**src/rtl/lsu_pkg.sv**
```systemverilog
// Shared types for the load/store unit: access sizes, FSM states, lane masks.
// Used by lsu, lsu_align and lsu_if users via import lsu_pkg::*.
package lsu_pkg;

    typedef enum logic [1:0] {
        SIZE_B = 2'b00,
        SIZE_H = 2'b01,
        SIZE_W = 2'b10,
        SIZE_D = 2'b11
    } size_e;

    typedef enum logic [1:0] {
        ST_IDLE   = 2'b00,
        ST_ACCESS = 2'b01,
        ST_RESP   = 2'b10
    } state_e;

    localparam logic [7:0] MASK_B = 8'h01;
    localparam logic [7:0] MASK_H = 8'h03;
    localparam logic [7:0] MASK_W = 8'h0F;
    localparam logic [7:0] MASK_D = 8'hFF;

    // Request fields captured when the LSU accepts an operation.
    typedef struct packed {
        logic        we;
        logic [63:0] addr;
        logic [63:0] wdata;
        size_e       size;
        logic        uns;
    } req_t;

    function automatic logic [7:0] size_mask(size_e size);
        case (size)
            SIZE_B:  return MASK_B;
            SIZE_H:  return MASK_H;
            SIZE_W:  return MASK_W;
            default: return MASK_D;
        endcase
    endfunction

    function automatic logic is_misaligned(size_e size, logic [2:0] offset);
        case (size)
            SIZE_B:  return 1'b0;
            SIZE_H:  return offset[0];
            SIZE_W:  return |offset[1:0];
            default: return |offset;
        endcase
    endfunction

endpackage

```
**src/rtl/lsu_if.sv**
```systemverilog
// Bundle of the LSU request, response and memory-side signals.
// master = pipeline (EX/WB) plus memory model, slave = the LSU itself.
interface lsu_if;

    logic        req_valid;
    logic        req_ready;
    logic        req_we;
    logic [63:0] req_addr;
    logic [63:0] req_wdata;
    logic [1:0]  req_size;
    logic        req_unsigned;

    logic        rsp_valid;
    logic        rsp_ready;
    logic [63:0] rsp_rdata;
    logic        rsp_misalign;

    logic [63:0] mem_addr;
    logic        mem_ce;
    logic        mem_we;
    logic [63:0] mem_wdata;
    logic [7:0]  mem_wmask;
    logic [63:0] mem_rdata;

    modport master (
        output req_valid, req_we, req_addr, req_wdata, req_size, req_unsigned,
        output rsp_ready, mem_rdata,
        input  req_ready, rsp_valid, rsp_rdata, rsp_misalign,
        input  mem_addr, mem_ce, mem_we, mem_wdata, mem_wmask
    );

    modport slave (
        input  req_valid, req_we, req_addr, req_wdata, req_size, req_unsigned,
        input  rsp_ready, mem_rdata,
        output req_ready, rsp_valid, rsp_rdata, rsp_misalign,
        output mem_addr, mem_ce, mem_we, mem_wdata, mem_wmask
    );

endinterface

```
**src/rtl/lsu_align.sv**
```systemverilog
// Combinational lane alignment: store mask/data shift into the 8-byte word,
// load data shift down, truncate to size and sign/zero extend.
module lsu_align
    import lsu_pkg::*;
(
    input  size_e       size,
    input  logic [2:0]  offset,
    input  logic        uns,
    input  logic [63:0] wdata,
    input  logic [63:0] rdata,
    output logic [7:0]  wmask,
    output logic [63:0] wdata_sh,
    output logic [63:0] rdata_ext
);

    logic [63:0] rdata_sh;

    // Bytes pushed past the 8-byte boundary simply fall off the top.
    assign wmask    = size_mask(size) << offset;
    assign wdata_sh = wdata << {offset, 3'b000};
    assign rdata_sh = rdata >> {offset, 3'b000};

    // NOTE: every output of an always_comb gets a default first so no path can infer a latch.
    always_comb begin
        rdata_ext = rdata_sh;
        case (size)
            SIZE_B: rdata_ext = uns ? {56'd0, rdata_sh[7:0]}
                                    : {{56{rdata_sh[7]}}, rdata_sh[7:0]};
            SIZE_H: rdata_ext = uns ? {48'd0, rdata_sh[15:0]}
                                    : {{48{rdata_sh[15]}}, rdata_sh[15:0]};
            SIZE_W: rdata_ext = uns ? {32'd0, rdata_sh[31:0]}
                                    : {{32{rdata_sh[31]}}, rdata_sh[31:0]};
            default: rdata_ext = rdata_sh;
        endcase
    end

endmodule

```
**src/rtl/lsu.sv**
```systemverilog
// Load/store unit: IDLE -> ACCESS (MEM_WAIT+1 cycles) -> RESP handshake FSM.
// Define LSU_MISALIGN_TRAP_EN to suppress misaligned accesses and flag them.
module lsu
    import lsu_pkg::*;
#(
    parameter int unsigned MEM_WAIT = 0
) (
    input  logic  clk,
    input  logic  rst_n,
    lsu_if.slave  bus
);

    state_e      state_q, state_d;
    logic [3:0]  cnt_q;
    req_t        req_q;
    logic [63:0] rdata_q;
    logic        accept;
    logic        access_last;
    logic        trap;
    logic [7:0]  wmask;
    logic [63:0] wdata_sh;
    logic [63:0] rdata_ext;

    assign accept      = (state_q == ST_IDLE) && bus.req_valid;
    assign access_last = (state_q == ST_ACCESS) && (cnt_q == 4'd0);

`ifdef LSU_MISALIGN_TRAP_EN
    logic misalign_q;

    assign trap = is_misaligned(size_e'(bus.req_size), bus.req_addr[2:0]);

    always_ff @(posedge clk or negedge rst_n) begin
        if (!rst_n)
            misalign_q <= 1'b0;
        else if (accept)
            misalign_q <= trap;
    end

    assign bus.rsp_misalign = misalign_q;
`else
    assign trap             = 1'b0;
    assign bus.rsp_misalign = 1'b0;
`endif

    lsu_align u_align (
        .size      (req_q.size),
        .offset    (req_q.addr[2:0]),
        .uns       (req_q.uns),
        .wdata     (req_q.wdata),
        .rdata     (bus.mem_rdata),
        .wmask     (wmask),
        .wdata_sh  (wdata_sh),
        .rdata_ext (rdata_ext)
    );

    // NOTE: sequential state is updated with <= so every flop samples pre-edge values.
    always_ff @(posedge clk or negedge rst_n) begin
        if (!rst_n)
            state_q <= ST_IDLE;
        else
            state_q <= state_d;
    end

    always_comb begin
        state_d = state_q;
        case (state_q)
            ST_IDLE:   if (bus.req_valid) state_d = trap ? ST_RESP : ST_ACCESS;
            ST_ACCESS: if (cnt_q == 4'd0) state_d = ST_RESP;
            ST_RESP:   if (bus.rsp_ready) state_d = ST_IDLE;
            default:   state_d = ST_IDLE;
        endcase
    end

    always_comb begin
        bus.req_ready = 1'b0;
        bus.rsp_valid = 1'b0;
        bus.mem_ce    = 1'b0;
        bus.mem_we    = 1'b0;
        bus.mem_wmask = 8'h00;
        bus.mem_wdata = 64'd0;
        case (state_q)
            ST_IDLE:   bus.req_ready = 1'b1;
            ST_ACCESS: begin
                bus.mem_ce = 1'b1;
                bus.mem_we = req_q.we;
                if (req_q.we) begin
                    bus.mem_wmask = wmask;
                    bus.mem_wdata = wdata_sh;
                end
            end
            ST_RESP:   bus.rsp_valid = 1'b1;
            default:   ;
        endcase
    end

    assign bus.mem_addr  = {req_q.addr[63:3], 3'b000};
    assign bus.rsp_rdata = rdata_q;

    // NOTE: these are a handful of control/data flops, so all of them take the async reset.
    always_ff @(posedge clk or negedge rst_n) begin
        if (!rst_n) begin
            req_q   <= '0;
            cnt_q   <= 4'd0;
            rdata_q <= 64'd0;
        end else begin
            if (accept) begin
                req_q   <= '{we:    bus.req_we,
                             addr:  bus.req_addr,
                             wdata: bus.req_wdata,
                             size:  size_e'(bus.req_size),
                             uns:   bus.req_unsigned};
                cnt_q   <= 4'(MEM_WAIT);
                rdata_q <= 64'd0;
            end else if (state_q == ST_ACCESS && cnt_q != 4'd0) begin
                cnt_q <= cnt_q - 4'd1;
            end
            // mem_rdata is combinational, so sample it in the final ACCESS cycle.
            if (access_last)
                rdata_q <= req_q.we ? 64'd0 : rdata_ext;
        end
    end

endmodule
```
**src/flat_wrapper.sv**
```systemverilog
// flat-port wrapper written by rule: the top's interface ports become plain ports
module lsu_flat import lsu_pkg::*;
#(
    parameter int unsigned MEM_WAIT = 0
)
  (clk, rst_n, bus_req_valid, bus_req_we, bus_req_addr, bus_req_wdata, bus_req_size, bus_req_unsigned, bus_rsp_ready, bus_mem_rdata, bus_req_ready, bus_rsp_valid, bus_rsp_rdata, bus_rsp_misalign, bus_mem_addr, bus_mem_ce, bus_mem_we, bus_mem_wdata, bus_mem_wmask);
  lsu_if bus_i ();
  input  logic clk;
  input  logic rst_n;
  input wire logic [$bits(bus_i.req_valid)-1:0] bus_req_valid;
  input wire logic [$bits(bus_i.req_we)-1:0] bus_req_we;
  input wire logic [$bits(bus_i.req_addr)-1:0] bus_req_addr;
  input wire logic [$bits(bus_i.req_wdata)-1:0] bus_req_wdata;
  input wire logic [$bits(bus_i.req_size)-1:0] bus_req_size;
  input wire logic [$bits(bus_i.req_unsigned)-1:0] bus_req_unsigned;
  input wire logic [$bits(bus_i.rsp_ready)-1:0] bus_rsp_ready;
  input wire logic [$bits(bus_i.mem_rdata)-1:0] bus_mem_rdata;
  output wire logic [$bits(bus_i.req_ready)-1:0] bus_req_ready;
  output wire logic [$bits(bus_i.rsp_valid)-1:0] bus_rsp_valid;
  output wire logic [$bits(bus_i.rsp_rdata)-1:0] bus_rsp_rdata;
  output wire logic [$bits(bus_i.rsp_misalign)-1:0] bus_rsp_misalign;
  output wire logic [$bits(bus_i.mem_addr)-1:0] bus_mem_addr;
  output wire logic [$bits(bus_i.mem_ce)-1:0] bus_mem_ce;
  output wire logic [$bits(bus_i.mem_we)-1:0] bus_mem_we;
  output wire logic [$bits(bus_i.mem_wdata)-1:0] bus_mem_wdata;
  output wire logic [$bits(bus_i.mem_wmask)-1:0] bus_mem_wmask;
  assign bus_i.req_valid = bus_req_valid;
  assign bus_i.req_we = bus_req_we;
  assign bus_i.req_addr = bus_req_addr;
  assign bus_i.req_wdata = bus_req_wdata;
  assign bus_i.req_size = bus_req_size;
  assign bus_i.req_unsigned = bus_req_unsigned;
  assign bus_i.rsp_ready = bus_rsp_ready;
  assign bus_i.mem_rdata = bus_mem_rdata;
  assign bus_req_ready = bus_i.req_ready;
  assign bus_rsp_valid = bus_i.rsp_valid;
  assign bus_rsp_rdata = bus_i.rsp_rdata;
  assign bus_rsp_misalign = bus_i.rsp_misalign;
  assign bus_mem_addr = bus_i.mem_addr;
  assign bus_mem_ce = bus_i.mem_ce;
  assign bus_mem_we = bus_i.mem_we;
  assign bus_mem_wdata = bus_i.mem_wdata;
  assign bus_mem_wmask = bus_i.mem_wmask;
  lsu #(.MEM_WAIT(MEM_WAIT)) u_core (.clk(clk), .rst_n(rst_n), .bus(bus_i));
endmodule
```
**config.mk**
```make
export PLATFORM = sky130hd
export DESIGN_NAME = lsu_flat
export DESIGN_NICKNAME = d
export VERILOG_FILES = /design/src/rtl/lsu_pkg.sv /design/src/rtl/lsu_if.sv /design/src/rtl/lsu_align.sv /design/src/rtl/lsu.sv /design/src/flat_wrapper.sv
export SDC_FILE = /design/constraint.sdc
export NUM_CORES = 1
export LEC_CHECK = 0
export CAP_MARGIN = 20
export CORE_AREA = 2 2 175 177
export CTS_CLUSTER_DIAMETER = 200
export CTS_CLUSTER_SIZE = 25
export DETAILED_ROUTE_END_ITERATION = 10
export DIE_AREA = 0 0 177 179
export MAX_ROUTING_LAYER = met4
export PLACE_DENSITY = 0.8
export SLEW_MARGIN = 20
export SYNTH_ARGS = -nofsm -noshare
export SYNTH_HDL_FRONTEND = slang
export SYNTH_SLANG_ARGS = --single-unit
```
**constraint.sdc**
```tcl
create_clock -name clk -period 2.79 [get_ports clk]
set_input_delay 0.4185 -clock clk [delete_from_list [all_inputs] [get_ports clk]]
set_output_delay 0.4185 -clock clk [all_outputs]
set_load 0.05 [all_outputs]
```
### Word level (Yosys, flattened, before mapping)

Index checks and enable logic that the tools add are counted.

| storage, ports and cells | value |
|---|---|
| output and inout bits | 205 |
| logic and storage cells | 51 |
| flip-flop bits (word level) | 202 |
| bits of input ports | 200 |

| operators by class | value |
|---|---|
| muxes and demuxes | 22 |
| reductions and logical operators | 10 |
| shift-type cells | 3 |
| $add $sub $neg | 1 |
| eq/ne operators | 7 |

Operators with widths:

| cell | number |
|---|---|
| 64-bit two-way mux | 8 |
| 64-bit one-hot mux with 3 select lines | 1 |
| 64-bit by 6-bit left shift with 64-bit output | 1 |
| 64-bit by 6-bit >> shifter with 64-bit output | 1 |
| 8-bit one-hot mux with 3 select lines | 1 |
| 8-bit two-way mux | 2 |
| 4-bit two-way mux | 2 |
| 8-bit by 3-bit left shift with 8-bit output | 1 |
| 2-bit two-way mux | 3 |
| 2-bit one-hot mux with 3 select lines | 1 |
| 2-bit by 1-bit equality test with 1-bit output (second input constant) | 2 |
| 2-bit equality test (second input constant) | 2 |
| 2-bit logical NOT | 2 |
| 4-bit logical NOT | 1 |
| 1-bit two-way mux | 4 |
| 2-bit inequality test (second input constant) | 2 |
| 2-bit nonzero test | 2 |
| 4-bit nonzero test | 1 |
| 4-bit by 1-bit subtractor with 4-bit output (second input constant) | 1 |
| 1-bit logical AND | 3 |
| 3-bit AND reduction | 1 |
| 2-bit by 1-bit inequality test with 1-bit output (second input constant) | 1 |

### Longest topological paths before layout

Gate-level depths: netlist of the first run.

| logic depth | value |
|---|---|
| depth after elaboration | 5 |
| depth in mapped cells | 10 |

### Modules after synthesis

From an unflattened synthesis of the first run, not the netlist that was laid out.

| second synthesis, totals | value |
|---|---|
| cell total of the unflattened synthesis | 1,490 |
| area, all modules | 13,037.5 um2 |

By module, submodules not included:

| module | sequential area each (um2) | area each (um2) | times used | cells an instance |
|---|---|---|---|---|
| lsu | 5,054.8 | 8,647.0 | 1 | 890 |
| lsu_align | 0.0 | 4,390.5 | 1 | 600 |

### Least setup slack after synthesis of the first run

Ideal clock, no wire load.

| path | value |
|---|---|
| path kind | register -> output |
| start point | register u_core.state_q[1] |
| end point | output port bus_mem_wdata[0] |
| path buffers | 0 |
| arrival time | 3.190 ns |
| stages on the path, launching flop included | 8 |
| setup slack | -0.818 ns |
| cells stage by stage | dfrtp_1 > nand2b_1 > inv_1 > nand2_1 > inv_1 > nand3_1 > nor2_1 > and2_1 |

| on the way | value |
|---|---|
| longest elaborated chain between the ends | 2 |

Ends and longest elaborated chain:

| what | RTL line | source |
|---|---|---|
| from (decl) | lsu.sv:13 | `state_e state_q, state_d;` |
| from (signal assigned) | lsu.sv:61 | `state_q <= state_d;` |
| 2-bit by 1-bit equality test with 1-bit output | lsu.sv:81 | `case (state_q)` |
| 64-bit two-way mux | lsu.sv:81 |  |
| to (decl) | flat_wrapper.sv:25 | `output wire logic [$bits(bus_i.mem_wdata)-1:0] bus_mem_wdata;` |

No other way between the ends.

### Final worst setup path of the first run

| path | value |
|---|---|
| start point | register u_core.req_q[67] (netlist name) |
| end point | output port bus_mem_wdata[60] |

| on the way | value |
|---|---|
| longest elaborated chain between the ends | 3 |

Ends and longest elaborated chain:

| what | RTL line | source |
|---|---|---|
| from (decl) | lsu.sv:15 | `req_t req_q;` |
| from (signal assigned) | lsu.sv:107 | `req_q <= '{we: bus.req_we,` |
| 64-bit by 6-bit left shift with 64-bit output | lsu_align.sv:20 | `assign wdata_sh = wdata << {offset, 3'b000};` |
| 64-bit two-way mux | lsu.sv:86 | `if (req_q.we) begin` |
| 64-bit two-way mux | lsu.sv:81 |  |

No other way between the ends.

==> results of run 1 <==
==> layout make-up <==
type	count	area share (%)
Antenna cell	2	0.02886
Clock buffer	14	1.898
Clock inverter	1	0.1732
Inverter	8	0.2165
Multi-Input combinational cell	785	34.26
Sequential cell	202	29.19
Tap cell	396	2.857
Timing Repair Buffer	475	31.38
==> final timing paths <==
kind                                           from                       end  slack (ns)  cells after the start
min in group asynchronous                     rst_n  u_core.bus.rsp_rdata[31]        0.53                      2
min reg2reg                u_core.bus.rsp_rdata[15]  u_core.bus.rsp_rdata[15]        0.49                      2
max                                u_core.req_q[67]         bus_mem_wdata[60]        0.06                      6
max in group asynchronous                     rst_n          u_core.req_q[55]        1.41                      3
min                        u_core.bus.rsp_rdata[15]  u_core.bus.rsp_rdata[15]        0.49                      2
max reg2reg                        u_core.req_q[67]  u_core.bus.rsp_rdata[19]        0.28                      7
==> flip-flops by register name, summed over array words and instances, names as in the netlist <==
register / flops
u_core.req_q: 71
u_core.bus.rsp_rdata: 64
u_core.bus.mem_addr: 61
u_core.cnt_q: 4
u_core.state_q: 2
==> timing repair <==
| action | CTS | global route |
|---|---|---|
| setup endpoints to repair | 44 | 50 |
| setup buffers | 3 | 5 |
| resized for setup | 11 | 30 |
| endpoints found under the hold margin | 76 | 0 |
| cloned | 0 | 2 |
| hold buffers | 1 | 0 |
| pin swaps | 1 | 1 |
==> critical path: cells and delay by family (launching register included) <==
kind,cells,cell delay (ns)
AOI/OAI and AO/OA,1,0.16
buffers and inverters,2,0.40
DFF,1,0.49
muxes,2,0.65
and+or+nand+nor,1,0.08
==> routing by layer <==
metal,up-vias,wire length (microns)
li1,4657,-
met1,5029,17000
met2,473,22850
met3,87,3596
met4,0,2190
met5,-,0
==> metrics by stage <==
stage | util [%] | std cells | total power [mW] | worst slack (ns) | hold WS [ns]
floorplan | - | 1150 | 16.35 | 0.01532 | 0.1229
global placement | 55.76 | 1855 | 22.15 | 0.2731 | 0.4424
detailed placement | 55.76 | 1855 | 22.32 | 0.2578 | 0.4561
CTS | 57.13 | 1874 | 24.40 | -0.001381 | 0.4994
global route | 57.75 | 1883 | 25.76 | -0.004211 | 0.5042
finish | 57.75 | 1883 | 24.60 | 0.05911 | 0.4915
==> cells by family (layout without fill, tap and decap cells) <==
group                    Yosys count  after routing  synth area share (%)
multiplexers                     268            268                 26.16
other                              1              6               0.03200
adder cells (fa/ha/maj)            1              1                0.1067
AND/OR/NAND/NOR                  273            274                 10.20
flip-flops                       202            202                 43.13
XOR/XNOR                           3              3                0.2242
buffers and inverters            164            498                 7.740
AO/OA/AOI/OAI                    235            235                 12.42
==> power by group through the flow <==
stage	combinational, mW	clock, mW	sequential, mW
after floorplan	9.85	0	6.51
after global placement	16.5	0	5.62
after detailed placement	16.6	0	5.68
after CTS	16.9	1.98	5.56
after global routing	17.9	2.09	5.74
final	17.1	1.94	5.58
==> cell usage in the layout, fill, tap and decap left out, types with 9 or more instances in the layout <==
master and count:
o2bb2ai_1 9, mux2_2 156, clkbuf_16 14, a21oi_1 42
o22ai_1 9, mux2i_1 93, nor2_1 71, o21ai_1 9
nand2_1 132, buf_12 81, buf_4 60, nor2_2 12
o21ai_2 9, dfrtp_1 200, o221ai_1 15, mux4_2 15
a211oi_1 16, o21ai_0 88, clkdlybuf4s50_1 326, nor2b_1 23
==> out/metrics.yaml, run 1 <==
logic_synthesis:
  synth.area.top_cells: "dfrtp_1, mux2_2, mux2i_1"
  synth_ff_type: "dfrtp_1"
  yosys.area.top_type_share_pct: 43.13
  yosysSeqAreaShare_pct: 43.13
  yosys-top-cells-count: "dfrtp_1, mux2_2, nand2_1, o21ai_0, mux2i_1"
  synth_cell_type_count: 44
  yosysTopAreaCell: "dfrtp_1"
  avgSynthCellArea_sq_um: 10.22
  yosysWarnings: 0
  syn-cell-area_sq_um: 11720
  async_flop_share_pct: 100.0
  syn_inst: 1147
  synth_edf_count: 0
  synth_seq_cells: 202
  synth.most_common_cell: "dfrtp_1"
clock_network:
  clk_latency_ns: 0.49
  cts-root-buf: "clkbuf_16"
  clockBufferDepth: 3
  htree_levels: 1
  cts_made_buffers: 12
  cts_tree: "built"
  cts.clk_slew.worst_paths_ns: 0.10
  cts.sinks: 202
sta:
  finalCritPeriodShare_pct: 97.88
  max_slew.worst_pin.slew_ns: 0.7491
  finalSetupTns_ns: 0
  final-hold-violation-count: 0
  fmax_ghz: 0.3662
  period_needed_ns: 2.731
  slew_violations: 0
  finClkSkew_ns: 0.02720
  setup_viol: 0
  relSlewSlack_pct: 49.88
place:
  dpl_cell_area_sq_um: 16740
  dp_hpwl_mm: 34.77
  gp_congestion: 0.9689
  numPortBuffers: 400
critical_path:
  arrival_ns: 2.31
  worst_path_most_repeated_cell: "buf_12"
  end_kind: "primary output"
  crit_type: "reg2out"
  critPathSlowestCell: "mux2i_2"
  cpPeakStageDelay_ns: 0.50
  worstPathCellList: "buf_12 -> mux2i_2 -> a21oi_1 -> mux2i_1 -> nor2_1 -> buf_12"
  worstPathMaxFanout: 37
  required_ns: 2.37
  startpoint_type: "flop"
power:
  pwr-share-comb_pct: 69.4
  internal-power_mw: 12.03
  peakVddDrop_mv: 1.075
  sequentialPowerShare_pct: 22.7
  p_leak_nw: 7.118
  swShare_pct: 51.11
  p_per_area_nw_per_um2: 1419
  clkPwrFrac_pct: 7.9
  netSwitchingPower_mw: 12.57
detailed_routing:
  dr.pass1.iters: 5
  avgRoutedWirePerCell_microns: 24.23
  ant_nets: 0
  remaining_drc_errors: 0
  vias: 10246
  viasPerCell: 5.441
  finalWirelength_mm: 45.63
  drtIter0Drc: 554
global_routing:
  grt-ovfl-total: 0
  met2_usage_pct: 49.34
  grt_use_total_pct: 28.74
  grt.busiest_layer: "met2"
  grt_pass1_vias: 10668
  grt_max_degree: 81
  grt_pass1_wl_mm: 65.64
  use_met1_pct: 31.97
  antenna_found_initial: 2
  use_met3_pct: 6.679
die:
  die_w_microns: 177
  core_area_sq_um: 30030
  die_area_sq_um: 31680
  start_util_pct: 39.03
  die_h_microns: 179
  io_pins: 405
  num_rows: 64
final_layout:
  drive_above_1_share_pct: 26.80
  n_fill_cell: 2564
  syn_to_final_growth_pct: 47.97
  seq_area_sq_um: 5062
  nets: 1685
  fin_area_sq_um: 17340
  multi_input_area_sq_um: 5941
hold_path:
  hp-class: "reg2reg"
status:
  status: "finished clean"
job:
  drv_cap: 0
(Power assumes the default switching activity.)
==> run 2, diff against run 1 <==
--- a/config.mk
+++ b/config.mk
@@ -6,13 +6,13 @@
 export NUM_CORES = 1
 export LEC_CHECK = 0
 export CAP_MARGIN = 20
-export CORE_AREA = 2 2 175 177
-export CTS_CLUSTER_DIAMETER = 200
+export CORE_AREA = 2 2 163 165
+export CTS_CLUSTER_DIAMETER = 50
 export CTS_CLUSTER_SIZE = 25
 export DETAILED_ROUTE_END_ITERATION = 10
-export DIE_AREA = 0 0 177 179
+export DIE_AREA = 0 0 165 167
 export MAX_ROUTING_LAYER = met4
-export PLACE_DENSITY = 0.8
+export PLACE_DENSITY = 0.89
 export SLEW_MARGIN = 20
 export SYNTH_ARGS = -nofsm -noshare
 export SYNTH_HDL_FRONTEND = slang
==> run 2 against run 1 <==
  * The flow now finishes with violations (negative setup slack)
  * Wire length is 4.3% higher
  * Clock power grew 81%
  * Global-route usage up 5.2 points
  * Critical path type unchanged
==> out/metrics.yaml, run 2 (same netlist as run 1, synthesis figures left out) <==
final_layout:
  final_util_pct: 69.24  # was 57.75%
  stdcell_count: 1846  # was 1883
  fin_area_sq_um: 17840  # was 17340 sq um
  final_common_cell: "clkdlybuf4s50_1"  # unchanged
  nets: 1687  # was 1685
  largest-register: "u_core.req_q"  # unchanged
  syn_to_final_growth_pct: 52.22  # was 47.97%
  largest_reg_flops: 71  # unchanged
  drive_above_1_share_pct: 28.22  # was 26.80%
  final_cell_mix: "clkdlybuf4s50_1, dfrtp_1, mux2_2"  # unchanged
power:
  swShare_pct: 49.75  # was 51.11%
  p_total_mw: 26.30  # was 24.60 mW
  netSwitchingPower_mw: 13.09  # was 12.57 mW
  internal-power_mw: 13.22  # was 12.03 mW
  p_per_area_nw_per_um2: 1474  # was 1419 nW/um^2
  sequentialPowerShare_pct: 21.5  # was 22.7%
  p_leak_nw: 7.355  # was 7.118 nW
  clkPwrFrac_pct: 13.4  # was 7.9%
  pwr-share-comb_pct: 65.2  # was 69.4%
  peakVddDrop_mv: 1.067  # was 1.075 mV
detailed_routing:
  finalWirelength_mm: 47.61  # was 45.63 mm
  dr.pass1.iters: 6  # was 5
  drtIter0Drc: 775  # was 554
  ant_nets: 0  # unchanged
  vias: 10746  # was 10246
  viasPerCell: 5.821  # was 5.441
  remaining_drc_errors: 0  # unchanged
  avgRoutedWirePerCell_microns: 25.79  # was 24.23 microns
sta:
  finalCritPeriodShare_pct: 100.4  # was 97.88%
  fmax_ghz: 0.3572  # was 0.3662 GHz
  relSlewSlack_pct: 51.19  # was 49.88%
  setup_viol: 1  # was 0
  period_needed_ns: 2.800  # was 2.731 ns
  final-hold-violation-count: 0  # unchanged
  max_slew.worst_pin.slew_ns: 0.7295  # was 0.7491 ns
  fin_ws_ns: -0.009903  # was 0.05911 ns
  finClkSkew_ns: 0.03419  # was 0.02720 ns
  finalSetupTns_ns: -0.009903  # was 0 ns
  slew_violations: 0  # unchanged
critical_path:
  end_kind: "primary output"  # unchanged
  startpoint_type: "flop"  # unchanged
  arrival_ns: 2.38  # was 2.31 ns
  timing.rr.start: "u_core.cnt_q[0]"  # was u_core.req_q[67]
  ff2ff_setup_slack_ns: 0.30  # was 0.28 ns
  crit_type: "reg2out"  # unchanged
  timing.rr.end: "u_core.bus.rsp_rdata[23]"  # was u_core.bus.rsp_rdata[19]
  required_ns: 2.37  # about the same
  r2r_cells: 7  # unchanged
  worstPathMaxFanout: 36  # was 37
global_routing:
  grt_use_total_pct: 33.97  # was 28.74%
  grt_pass1_wl_mm: 67.99  # was 65.64 mm
  grt-ovfl-total: 0  # unchanged
  grt_pass1_vias: 10963  # was 10668
  grt_max_degree: 112  # was 81
  antenna_found_initial: 5  # was 2
job:
  drv_cap: 0  # unchanged
place:
  place_inst: 1779  # was 1855
  dpl_cell_area_sq_um: 16590  # was 16740 sq um
  gp_congestion: 0.9720  # was 0.9689
  numPortBuffers: 400  # unchanged
  dp_hpwl_mm: 33.85  # was 34.77 mm
die:
  num_rows: 59  # was 64
  start_util_pct: 45.49  # was 39.03%
  io_pins: 405  # unchanged
  die_w_microns: 165  # was 177 microns
  core_area_sq_um: 25760  # was 30030 sq um
  die_h_microns: 167  # was 179 microns
  die_area_sq_um: 27560  # was 31680 sq um
status:
  status: "finished, violations left"  # was finished clean
  violations: "negative setup slack"
hold_path:
  hp-class: "in2async"  # was reg2reg
clock_network:
  htree_levels: 1  # unchanged
  clk_latency_ns: 0.55  # was 0.49 ns
  cts.sinks: 202  # unchanged
  cts-root-buf: "clkbuf_16"  # unchanged
  cts.clk_slew.worst_paths_ns: 0.07  # was 0.10 ns
  cts_tree: "built"  # unchanged
  clockBufferDepth: 3  # unchanged
  cts_made_buffers: 26  # was 12
## run 2: cell count changes in the layout (fill, tap and decap cells not counted), sizes merged
cell / change
clkinvlp: +5
bufinv: +3
diode: +3
inv: +6
clkbuf: +17
buf: -14
clkinv: +4
## run 2: cell type report
| cell class | count | area, sq um |
|---|---|---|
| Inverter | 8 | 41.29 |
| Tap cell | 335 | 419.2 |
| Sequential cell | 202 | 5064 |
| Clock inverter | 19 | 227.7 |
| Clock buffer | 29 | 671.9 |
| Antenna cell | 5 | 12.51 |
| Fill cell | 1766 | 7924 |
| Timing Repair Buffer | 463 | 5440 |
| Multi-Input combinational cell | 785 | 5963 |
## run 2: worst max path at each step
stage                           start                  endpoint  slack (ns)  cells after the start
detailed placement  bus_mem_rdata[31]  u_core.bus.rsp_rdata[42]       -0.19                      8
global route         u_core.req_q[67]         bus_mem_wdata[58]       -0.04                      7
finish               u_core.req_q[67]         bus_mem_wdata[61]       -0.01                      6
global placement    bus_mem_rdata[39]  u_core.bus.rsp_rdata[44]       -0.17                      8
CTS                  u_core.req_q[67]  u_core.bus.rsp_rdata[42]       0.001                      8
floorplan           u_core.state_q[1]         bus_mem_wdata[22]        0.02                      7
## run 2: power groups by stage
stage / combinational [mW] / clock (mW) / sequential (mW)
finish: 17.1 / 3.51 / 5.65
global route: 17.9 / 3.68 / 5.77
CTS: 16.7 / 3.54 / 5.59
detailed placement: 16.4 / 0 / 5.60
global placement: 16.2 / 0 / 5.50
floorplan: 9.85 / 0 / 6.51
## run 2: per-stage QoR
step,setup WS (ns),hold WS (ns)
after floorplan,0.01532,0.1229
after CTS,0.001340,0.4484
after detailed placement,-0.1917,0.4652
after global placement,-0.1654,0.4620
final,-0.009903,0.4389
after global routing,-0.03692,0.4750
## run 2: per-layer routing
metal  track usage, %  vias up  share of wire (%)
li1                 -     4708                  -
met5                -        -                  0
met2            59.58      588                 52
met3            7.497      137                7.7
met4            17.05        0                5.8
met1            35.54     5313                 35
## run 2: timing repair
| item | 4_1_cts | 5_1_grt |
|---|---|---|
| hold endpoints to repair | 62 | 0 |
| setup buffers | 2 | 8 |
| pin swaps | 2 | 3 |
| endpoints found under the setup margin | 68 | 47 |
| hold buffers | 1 | 0 |
| resized for setup | 25 | 26 |
| gates cloned | 0 | 3 |
## run 2: critical path, cell delays in order (launching register included)
cell and delay (ns):
dfrtp_4 0.46, buf_16 0.24, mux2i_1 0.54, a21oi_2 0.17
mux2i_1 0.15, nor2_1 0.09, buf_12 0.16
==> edit, RTL diff (settings of run 2) <==
Build with the macro `LSU_MISALIGN_TRAP_EN` defined.
--- a/src/rtl/lsu.sv
+++ b/src/rtl/lsu.sv
@@ -1,4 +1,6 @@
 // Load/store unit: IDLE -> ACCESS (MEM_WAIT+1 cycles) -> RESP handshake FSM.
 // Define LSU_MISALIGN_TRAP_EN to suppress misaligned accesses and flag them.
+`define LSU_MISALIGN_TRAP_EN
+
 module lsu
     import lsu_pkg::*;
Check against the original RTL: not equivalent (a bounded check fails within 4 cycles, from zero or initial values and one cycle with rst_n low).
==> edit against run 2 <==
The run still ends with setup timing left. Clock power shrank 4%. Count of clock-buffer cells in the layout shrank 3. Setup slack is essentially flat. Via count grew 13%. Total power shrank 13%. Routed wire length shrank 2.1%. Clock skew shrank 0.019 ns. Combinational power shrank 18%. Cell area grew 0.13%. Area after synthesis grew 0.65%. Critical path depth grew 2. Sequential cell count grew 1. Critical path type unchanged. Highest routed layer unchanged.
==> edit: results (changes against run 2) <==
** Clock network
- The tree is rooted in a clkbuf_16.
- Insertion delay to the later sink of the worst-skew pair :: 0.53 ns (-0.02 ns)
- Clock slew at the register clock pins of the worst setup and hold paths :: 0.07 ns (about the same)
- The number of buffers on the longest clock path was 3 (unchanged).
- The number of levels the H-tree was split into was 1 (unchanged).
- Total CTS buffers :: 24 (-7.7%)

** Critical path
- The highest fanout seen on the critical path came to 9 (-75%).
- Critical path startpoint category :: flop
- Crit path to :: bus_mem_wdata[54]
- End of the worst register-to-register path :: u_core.bus.rsp_rdata[58]$_DFFE_PN0P_
- Data arrival time of the worst path :: 2.38 ns (about the same)
- Setup slack, reg-to-reg :: 0.23 ns (-0.07 ns)
- R2r startpoint :: u_core.req_q[67]$_DFFE_PN0P_
- R2R depth :: 7 (unchanged)

** Timing
- Worst setup margin :: -0.01035 ns (-0.0004492 ns)
- Largest clock skew in the final design :: 0.01542 ns (-0.01878 ns)
- The worst slew margin relative to its limit is 49.99% (-1.2 points).
- Count of final setup violators :: 5 (+4)

** Synthesis
- The number of warning messages in the yosys log is 0 (unchanged).
- The distinct cell type count of the synthesized netlist is 45 (+2.3%).
- The commonest cells after synthesis are 526 x nand2_1, 203 x dfrtp_1, 106 x o21ai_0, 97 x mux2i_1, 82 x nor2_1.
- The number of instances in the synthesized netlist came to 1430 (+25%).
- The async set or reset register ratio after synthesis was 100.0% (unchanged).
- The proportion of synthesized chip area in sequential cells is 43.06% (-0.067 points).
- Yosys attributes the largest share of cell area to dfrtp_1 43%, nand2_1 17%, mux2i_1 8.2%.

** Hold path
- Beginning of the worst hold path :: bus_req_addr[45]
- In this run the worst hold path is classified as input pin to flop.

** Global routing
- Pin count of the biggest net entering global routing :: 137 (+22%)
- Initial antenna violation count :: 3 (-2)
- The fraction of met3 tracks used by global routing came to 7.024% (-0.47 points).
- The global routing met2 resource utilization came to 53.73% (-5.9 points).
- The global routing met1 resource utilization was 39.30% (+3.8 points).
- The aggregate global-route resource usage is 33.92% (-0.052 points).
- The global-route wire length before repair came to 69920 um (+2.8%).

** Route
- Avg Vias per Cell :: 5.748 (-1.3%)
- Final wirelength :: 46630 um (-2.1%)
- The count of vias placed by the detailed router is 12.13k (+13%).
- Wire length on met1 :: 16340 um (-1.7%)
- The amount of wire on met3 after detailed routing came to 4881 um (+33%).
- First DRT Iteration DRCs :: 1243 (+60%)
- Total length of routed met2 wires :: 22020 um (-10%)
- Top layer used by detailed routing :: met4

** Place
- Placed Instance Area :: 16730 sq um (+0.82%)
- The total instance count after detailed placement was 2056 (+16%).
- The placer's final routability congestion estimate was 1.011 (+4.0%).
- Sum of net half-perimeters after detailed placement :: 33770 um (-0.22%)
- Number of I/O port buffers :: 401 (+0.25%)

** Final layout
- Total of fill cells in the finished design :: 1866 (+5.7%)
- Layout net count :: 1955 (+16%)
- The fraction of layout cells with a size suffix above 1 is 16.14% (-12 points).

** Power
- Largest voltage drop on the vdd net :: 938.1 uV (-12%)
- Leakage power figure :: 7.946 nW (+8.0%)

** Run status
- Failing checks :: setup timing
- The run finished, with violations left.
## edit: kinds of logic (layout without fill, tap and decap cells)
group,count (synthesis),in the layout,synth area share [%]
simple gates,666,666,22.56
compound gates,242,242,12.47
flops,203,203,43.06
buf+inv,177,517,8.040
mux,138,138,13.58
xor+xnor,2,2,0.1485
fa+ha+maj,1,1,0.1061
other cells,1,6,0.03179
## edit: final cells by class
class                      count  area share [%]
antenna                        3         0.04203
clock buffer                  26           3.579
clock inverter                18           1.233
inverter                       8          0.2171
multi-input combinational   1052           33.69
sequential                   203           28.49
tap                          335           2.347
timing repair buffer         465           30.41
## edit: power by group
group	switching [W]	total, W	internal, W	leakage, nW
clock network	0.00150	0.00336	0.00186	0.415
registers	0.00127	0.00555	0.00428	2.60
logic	0.00892	0.0140	0.00508	4.93
total	0.0117	0.0229	0.0112	7.95
## edit: timing repair
item / CTS / global route
pin swaps: 0 / 1
endpoints found under the hold margin: 60 / 0
buffers inserted: 1 / 2
gates cloned: 1 / 2
setup endpoints to repair: 62 / 59
hold buffers: 1 / 0
resized for setup: 12 / 36
## edit: stage by stage
step	setup TNS [ns]	setup slack, ns	power (W)	hold slack [ns]	util, %
after detailed placement	-0.003294	-0.003294	0.01896	0.4642	64.94
final	-0.03558	-0.01035	0.02291	0.4095	69.33
after global placement	0	0.1372	0.01862	0.4567	64.94
after global routing	-0.5798	-0.05097	0.02393	0.4043	69.33
after CTS	-0.1102	-0.05319	0.02250	0.3914	68.61
after floorplan	-0.7405	-0.07203	0.01454	0.1229	-
## edit: worst max-delay path: stages, from the launching register on
cell and delay, ns:
dfrtp_4 0.56, buf_12 0.19, buf_12 0.14, mux2_2 0.24
nand2_1 0.07, o21ai_1 0.13, mux2i_1 0.12, nor2_2 0.23
buf_12 0.18
